`src/rtl/float_minmax_reduce.sv`:
```
// float_minmax_reduce
// Streaming IEEE 754-2008 minNum/maxNum reduction. Elements arrive over a
// valid/ready handshake; once the element flagged in_last has been accepted,
// the minimum or maximum of the vector is presented until the consumer
// accepts it.
//
// Optional feature macro: FPU_MINMAX_IDX_EN
//   defined   -> out_idx port, index register and element counter are built
//   undefined -> no index tracking; value, handshake and flags are unchanged
//
// Ports:
//   CLK, RST     clock, synchronous active-high reset
//   in_valid     element valid
//   in_ready     unit can accept an element (0 in DONE and while RST is high)
//   in_data      element value
//   in_last      element is the last of the vector
//   in_max       1 = maximum, 0 = minimum; sampled on the first element only
//   out_valid    result valid
//   out_ready    consumer accepts the result
//   out_data     reduced value (canonical NaN if every element was NaN)
//   out_idx      index of the winning element (FPU_MINMAX_IDX_EN only)
//   out_invalid  at least one signalling NaN was seen in the vector
module float_minmax_reduce #(
    parameter int FLOAT_WIDTH    = 16,
    parameter int EXPONENT_WIDTH = 5,
    parameter int FRACTION_WIDTH = 10,
    parameter int IDX_W          = 8
) (
    input  logic                   CLK,
    input  logic                   RST,
    input  logic                   in_valid,
    output logic                   in_ready,
    input  logic [FLOAT_WIDTH-1:0] in_data,
    input  logic                   in_last,
    input  logic                   in_max,
    output logic                   out_valid,
    input  logic                   out_ready,
    output logic [FLOAT_WIDTH-1:0] out_data,
`ifdef FPU_MINMAX_IDX_EN
    output logic [IDX_W-1:0]       out_idx,
`endif
    output logic                   out_invalid
);

    if (FLOAT_WIDTH != 1 + EXPONENT_WIDTH + FRACTION_WIDTH || IDX_W < 1) begin : g_bad_params
        $error("float_minmax_reduce: inconsistent float field widths or IDX_W");
    end

    localparam logic [FLOAT_WIDTH-1:0] CANON_NAN =
        {1'b0, {EXPONENT_WIDTH{1'b1}}, 1'b1, {(FRACTION_WIDTH-1){1'b0}}};

    typedef enum logic [1:0] {IDLE, ACCUM, DONE} state_t;

    state_t state_q, state_nxt;

    function automatic logic f_is_nan(input logic [FLOAT_WIDTH-1:0] v);
        return (&v[FLOAT_WIDTH-2 -: EXPONENT_WIDTH]) && (|v[FRACTION_WIDTH-1:0]);
    endfunction

    function automatic logic f_is_snan(input logic [FLOAT_WIDTH-1:0] v);
        return f_is_nan(v) && !v[FRACTION_WIDTH-1];
    endfunction

    // Map a non-NaN float onto an unsigned key whose natural order is the
    // float total order: negatives are bit-inverted, positives get the MSB
    // set, so -0 (key 0x7FFF for half) sits just below +0 (key 0x8000).
    function automatic logic [FLOAT_WIDTH-1:0] f_order_key(input logic [FLOAT_WIDTH-1:0] v);
        return v[FLOAT_WIDTH-1] ? ~v : {1'b1, v[FLOAT_WIDTH-2:0]};
    endfunction

    function automatic logic [FLOAT_WIDTH-1:0] f_canon(input logic [FLOAT_WIDTH-1:0] v);
        return f_is_nan(v) ? CANON_NAN : v;
    endfunction

    logic [FLOAT_WIDTH-1:0] acc_p0;
    logic                   max_p0;
    logic                   invalid_p0;
    logic [FLOAT_WIDTH-1:0] out_data_p1;

    logic                   accept;
    logic                   first;
    logic                   mode;
    logic                   cand_nan;
    logic                   acc_nan;
    logic                   better;
    logic                   take;
    logic [FLOAT_WIDTH-1:0] acc_nxt;
    logic                   invalid_nxt;

    // FSM: state register
    always_ff @(posedge CLK) begin
        if (RST) state_q <= IDLE;
        else     state_q <= state_nxt;
    end

    // FSM: next state and handshake outputs
    always_comb begin
        state_nxt = state_q;
        in_ready  = 1'b0;
        out_valid = 1'b0;
        case (state_q)
            IDLE: begin
                in_ready = !RST;
                if (in_valid && !RST) state_nxt = in_last ? DONE : ACCUM;
            end
            ACCUM: begin
                in_ready = !RST;
                if (in_valid && !RST && in_last) state_nxt = DONE;
            end
            DONE: begin
                out_valid = 1'b1;
                if (out_ready) state_nxt = IDLE;
            end
            default: state_nxt = IDLE;
        endcase
    end

    // Comparator: single-cycle, accumulator register against in_data
    always_comb begin
        accept   = in_valid && in_ready;
        first    = (state_q == IDLE);
        mode     = first ? in_max : max_p0;
        cand_nan = f_is_nan(in_data);
        acc_nan  = f_is_nan(acc_p0);
        better   = mode ? (f_order_key(in_data) > f_order_key(acc_p0))
                        : (f_order_key(in_data) < f_order_key(acc_p0));
        // Ties keep the accumulator so the earliest element wins.
        take        = first || (!cand_nan && (acc_nan || better));
        acc_nxt     = take ? in_data : acc_p0;
        invalid_nxt = (!first && invalid_p0) || f_is_snan(in_data);
    end

    // Stage p0: accumulator and per-vector flags
    always_ff @(posedge CLK) begin
        if (RST) begin
            max_p0     <= 1'b0;
            invalid_p0 <= 1'b0;
        end else if (accept) begin
            max_p0     <= mode;
            invalid_p0 <= invalid_nxt;
        end
        if (accept) acc_p0 <= acc_nxt;
    end

    // Stage p1: registered result, loaded on the last-element handshake
    always_ff @(posedge CLK) begin
        if (RST)                    out_data_p1 <= '0;
        else if (accept && in_last) out_data_p1 <= f_canon(acc_nxt);
    end

    assign out_data    = out_data_p1;
    assign out_invalid = invalid_p0;

`ifdef FPU_MINMAX_IDX_EN
    localparam logic [IDX_W-1:0] CNT_MAX = '1;

    logic [IDX_W-1:0] count_p0;
    logic [IDX_W-1:0] idx_p0;

    // Stage p0: element counter (saturating) and winning index
    always_ff @(posedge CLK) begin
        if (RST) begin
            count_p0 <= '0;
            idx_p0   <= '0;
        end else if (accept) begin
            if (first) begin
                count_p0 <= IDX_W'(1);
                idx_p0   <= '0;
            end else begin
                if (count_p0 != CNT_MAX) count_p0 <= count_p0 + IDX_W'(1);
                if (take)                idx_p0   <= count_p0;
            end
        end
    end

    assign out_idx = idx_p0;
`endif

endmodule

```
`config.mk`:
```
export PLATFORM = sky130hd
export DESIGN_NAME = float_minmax_reduce
export DESIGN_NICKNAME = d
export VERILOG_FILES = /design/src/rtl/float_minmax_reduce.sv
export SDC_FILE = /design/constraint.sdc
export NUM_CORES = 1
export LEC_CHECK = 0
export CORE_ASPECT_RATIO = 1.75
export CORE_MARGIN = 2
export CORE_UTILIZATION = 46
export CTS_CLUSTER_DIAMETER = 30
export DETAILED_ROUTE_END_ITERATION = 6
export PLACE_DENSITY_LB_ADDON = 0.1
export SYNTH_ARGS = -nofsm -noshare
export SYNTH_HDL_FRONTEND = slang
export SYNTH_SLANG_ARGS = --single-unit
```
`constraint.sdc`:
```
create_clock -name CLK -period 10.3 [get_ports CLK]
set_input_delay 1.03 -clock CLK [delete_from_list [all_inputs] [get_ports CLK]]
set_output_delay 1.03 -clock CLK [all_outputs]
set_load 0.1 [all_outputs]
```
==> results.ini <==
[run_status]
status=finished, final reports clean

[routing]
drt_iter0_markers=61
wl_per_cell_um=17.35
drc=0
firstDrtPassIters=4
viasPerCell=6.000
routed_wl_um=5985
num_vias=2070
ant_nets=0

[synth]
syn_avg_cell_area_um2=9.532
synthesis.nets=295
yosys_register_bits=36
synthTopCellsByCount=nand2_1 (26), dfxtp_1 (20)
synth_xor_area_share_pct=10.73
synth-compound-area-share_pct=16.85
synth_area_um2=2450
synth_top_area_cell=edfxtp_1
synth_top_family_by_area=compound AO/OA/AOI/OAI gates
async_reset_ff_share_pct=0
syn_inst=257
synth_cell_types=39
synth_edf_count=16
synth_top_area_share_pct=19.61
synthAdderAreaFrac_pct=8.172
ys_seq_area_share_pct=35.96
synthFlopType=dfxtp_1
synth_area_leaders=edfxtp_1 (20%), dfxtp_1 (16%), ha_1 (8.2%)
synth_simple_gate_area_share_pct=15.88
muxShareOfSynthArea_pct=7.763
yosysWarnings=0
yosysMostFrequentCell=nand2_1

[sta]
tightest_slew_ns=1.048
post-route-min-period_ns=4.905
finalSetupViolations=0
slew_headroom_pct=30.11
tns_ns=0
rsz0062_at_grt=false
clock_skew_ns=0.009844
fmax_ghz=0.2039
slew_violations=0
period_share_pct=47.62
finalHoldViolCount=0
whs_ns=0.4710

[worst_setup_path]
reg2reg_depth=8
r2r_end=acc_p0[15]
start_kind=input port
crit_fanout=27
reg2reg_from=acc_p0[15]
ff2ff_setup_slack_ns=6.30
endpoint_kind=flop
cp.arrival_ns=4.95
cp.required_ns=10.34
critical_path_class=input port to flop

[power_and_ir_drop]
leakage_nw=1.075
p_per_area_nw_per_um2=158.3
vdd_drop_max_v=0.00009226

[clock_network]
clock_path_buffers=2
cts_tree=done
cts.sinks=36
clkLatencyLatePin_ns=0.29
ctsResizeCount=0
htreeDepth=2
numCtsBuffers=5
root_buffer=clkbuf_8
postCtsHoldBufs=0
cts_setup_buffers=0
path_clk_slew_ns=0.08

[die]
die_area_um2=5948
die_y_um=100.5
die_width_um=59.17
num_rows=35
ioPinCount=41
start_util_pct=47.01
design.core.area_um2=5211

[final_layout]
num-fill-cells=462
syn2layout_area_growth_pct=22.98
num_antenna_cells=0
fin_util_pct=57.82
finalNetCount=327
final_layout_size_suffix_gt1_share_pct=9.655

[global_route]
grt_pass1_wl_um=9694
grt_max_degree=28
grt_pass1_vias=2020
grt_overflow_total=0
grt_usage_pct=21.44
antenna_found_initial=0

[min_path]
min_from=out_data[3]
holdPathStages=2
worstHoldEndpoint=out_data[3]
hold_path.class=flop to flop

[placed_design]
gp_congestion=0.9088
place_hpwl_um=4478
numPortBuffers=40

[run]
max_cap_violations=0

-- power breakdown --
part | switching, W | leakage [nW] | internal, W
registers | 0.00000904 | 0.313 | 0.000160
logic | 0.0000840 | 0.683 | 0.0000480
clock network | 0.0000549 | 0.0784 | 0.000121
-- cell type report --
cell class,instances,area (um2),area share [%]
Clock buffer,5,68.82,2.284
Clock inverter,3,90.09,2.990
Inverter,9,33.78,1.121
Multi-Input combinational cell,195,1455,48.30
Sequential cell,36,880.8,29.24
Tap cell,55,68.82,2.284
Timing Repair Buffer,42,415.4,13.79
-- cell families (layout without fill, tap and decap cells) --
family	after synthesis	in the layout
fa+ha+maj	16	16
buf+inv	26	59
flops	36	36
xor+xnor	30	30
compound gates	57	57
mux	17	17
simple gates	75	75
-- stage by stage --
stage	power [W]	instances	worst slack (ns)	cell area, um2
6_report	0.0004770	345	5.395	3013
5_1_grt	0.0004964	345	5.166	3013
4_1_cts	0.0004797	345	5.391	3013
3_5_place_dp	0.0003045	337	5.091	2854
3_3_place_gp	0.0003021	337	5.168	2854
2_1_floorplan	0.0002691	257	6.192	2450
-- registers in the layout, summed over array words and instances (netlist names) --
signal and flops:
max_p0 1, out_data 16, out_invalid 1, state_q 2, acc_p0 16
-- cells in the final DEF (no fill, tap or decap), types with 2 or more instances in the layout --
master and n:
a21oi_1 10, a31oi_1 2, buf_4 2, bufinv_16 3
clkbuf_8 5, clkdlybuf4s50_1 40, dfxtp_1 20, edfxtp_1 16
ha_1 16, inv_1 9, mux2_2 16, nand2_1 26
nand2b_1 5, nand3_1 3, nand4_1 4, nor2_1 9
nor2b_1 2, nor3_1 3, nor3b_1 5, nor4_1 10
o211ai_1 11, o21ai_0 7, o21bai_1 5, o311ai_0 16
or3_1 2, xnor2_1 15, xor2_1 15
-- critical path: stages --
cell and delay (ns):
clkdlybuf4s50_1 0.89, xor2_1 0.36, ha_1 0.33, nor2b_1 0.13, o211ai_1 0.09, a2111o_1 0.39
a31oi_1 0.17, buf_4 0.25, or3_1 0.84, mux2_2 0.43
-- per-layer routing --
metal	up-vias	track usage, %	part of all wire, %	routed length, um
met2	52	38.89	55	3267
li1	1020	-	-	-
met4	0	9.965	3.3	195
met3	15	3.466	3.2	191
met5	-	0	0	0
met1	983	23.37	39	2331
-- worst max-delay path by stage --
stage / slack, ns / cells after the start / endpoint / start
6_report: 5.40 / 10 / acc_p0[15] / in_data[15]
2_1_floorplan: 6.19 / 11 / acc_p0[0] / in_data[15]
3_3_place_gp: 5.17 / 10 / acc_p0[15] / in_data[15]
5_1_grt: 5.17 / 9 / acc_p0[3] / in_data[15]
4_1_cts: 5.39 / 10 / acc_p0[3] / in_data[15]
3_5_place_dp: 5.09 / 9 / acc_p0[3] / in_data[15]
Note: power is estimated with default switching activity, not from simulation.
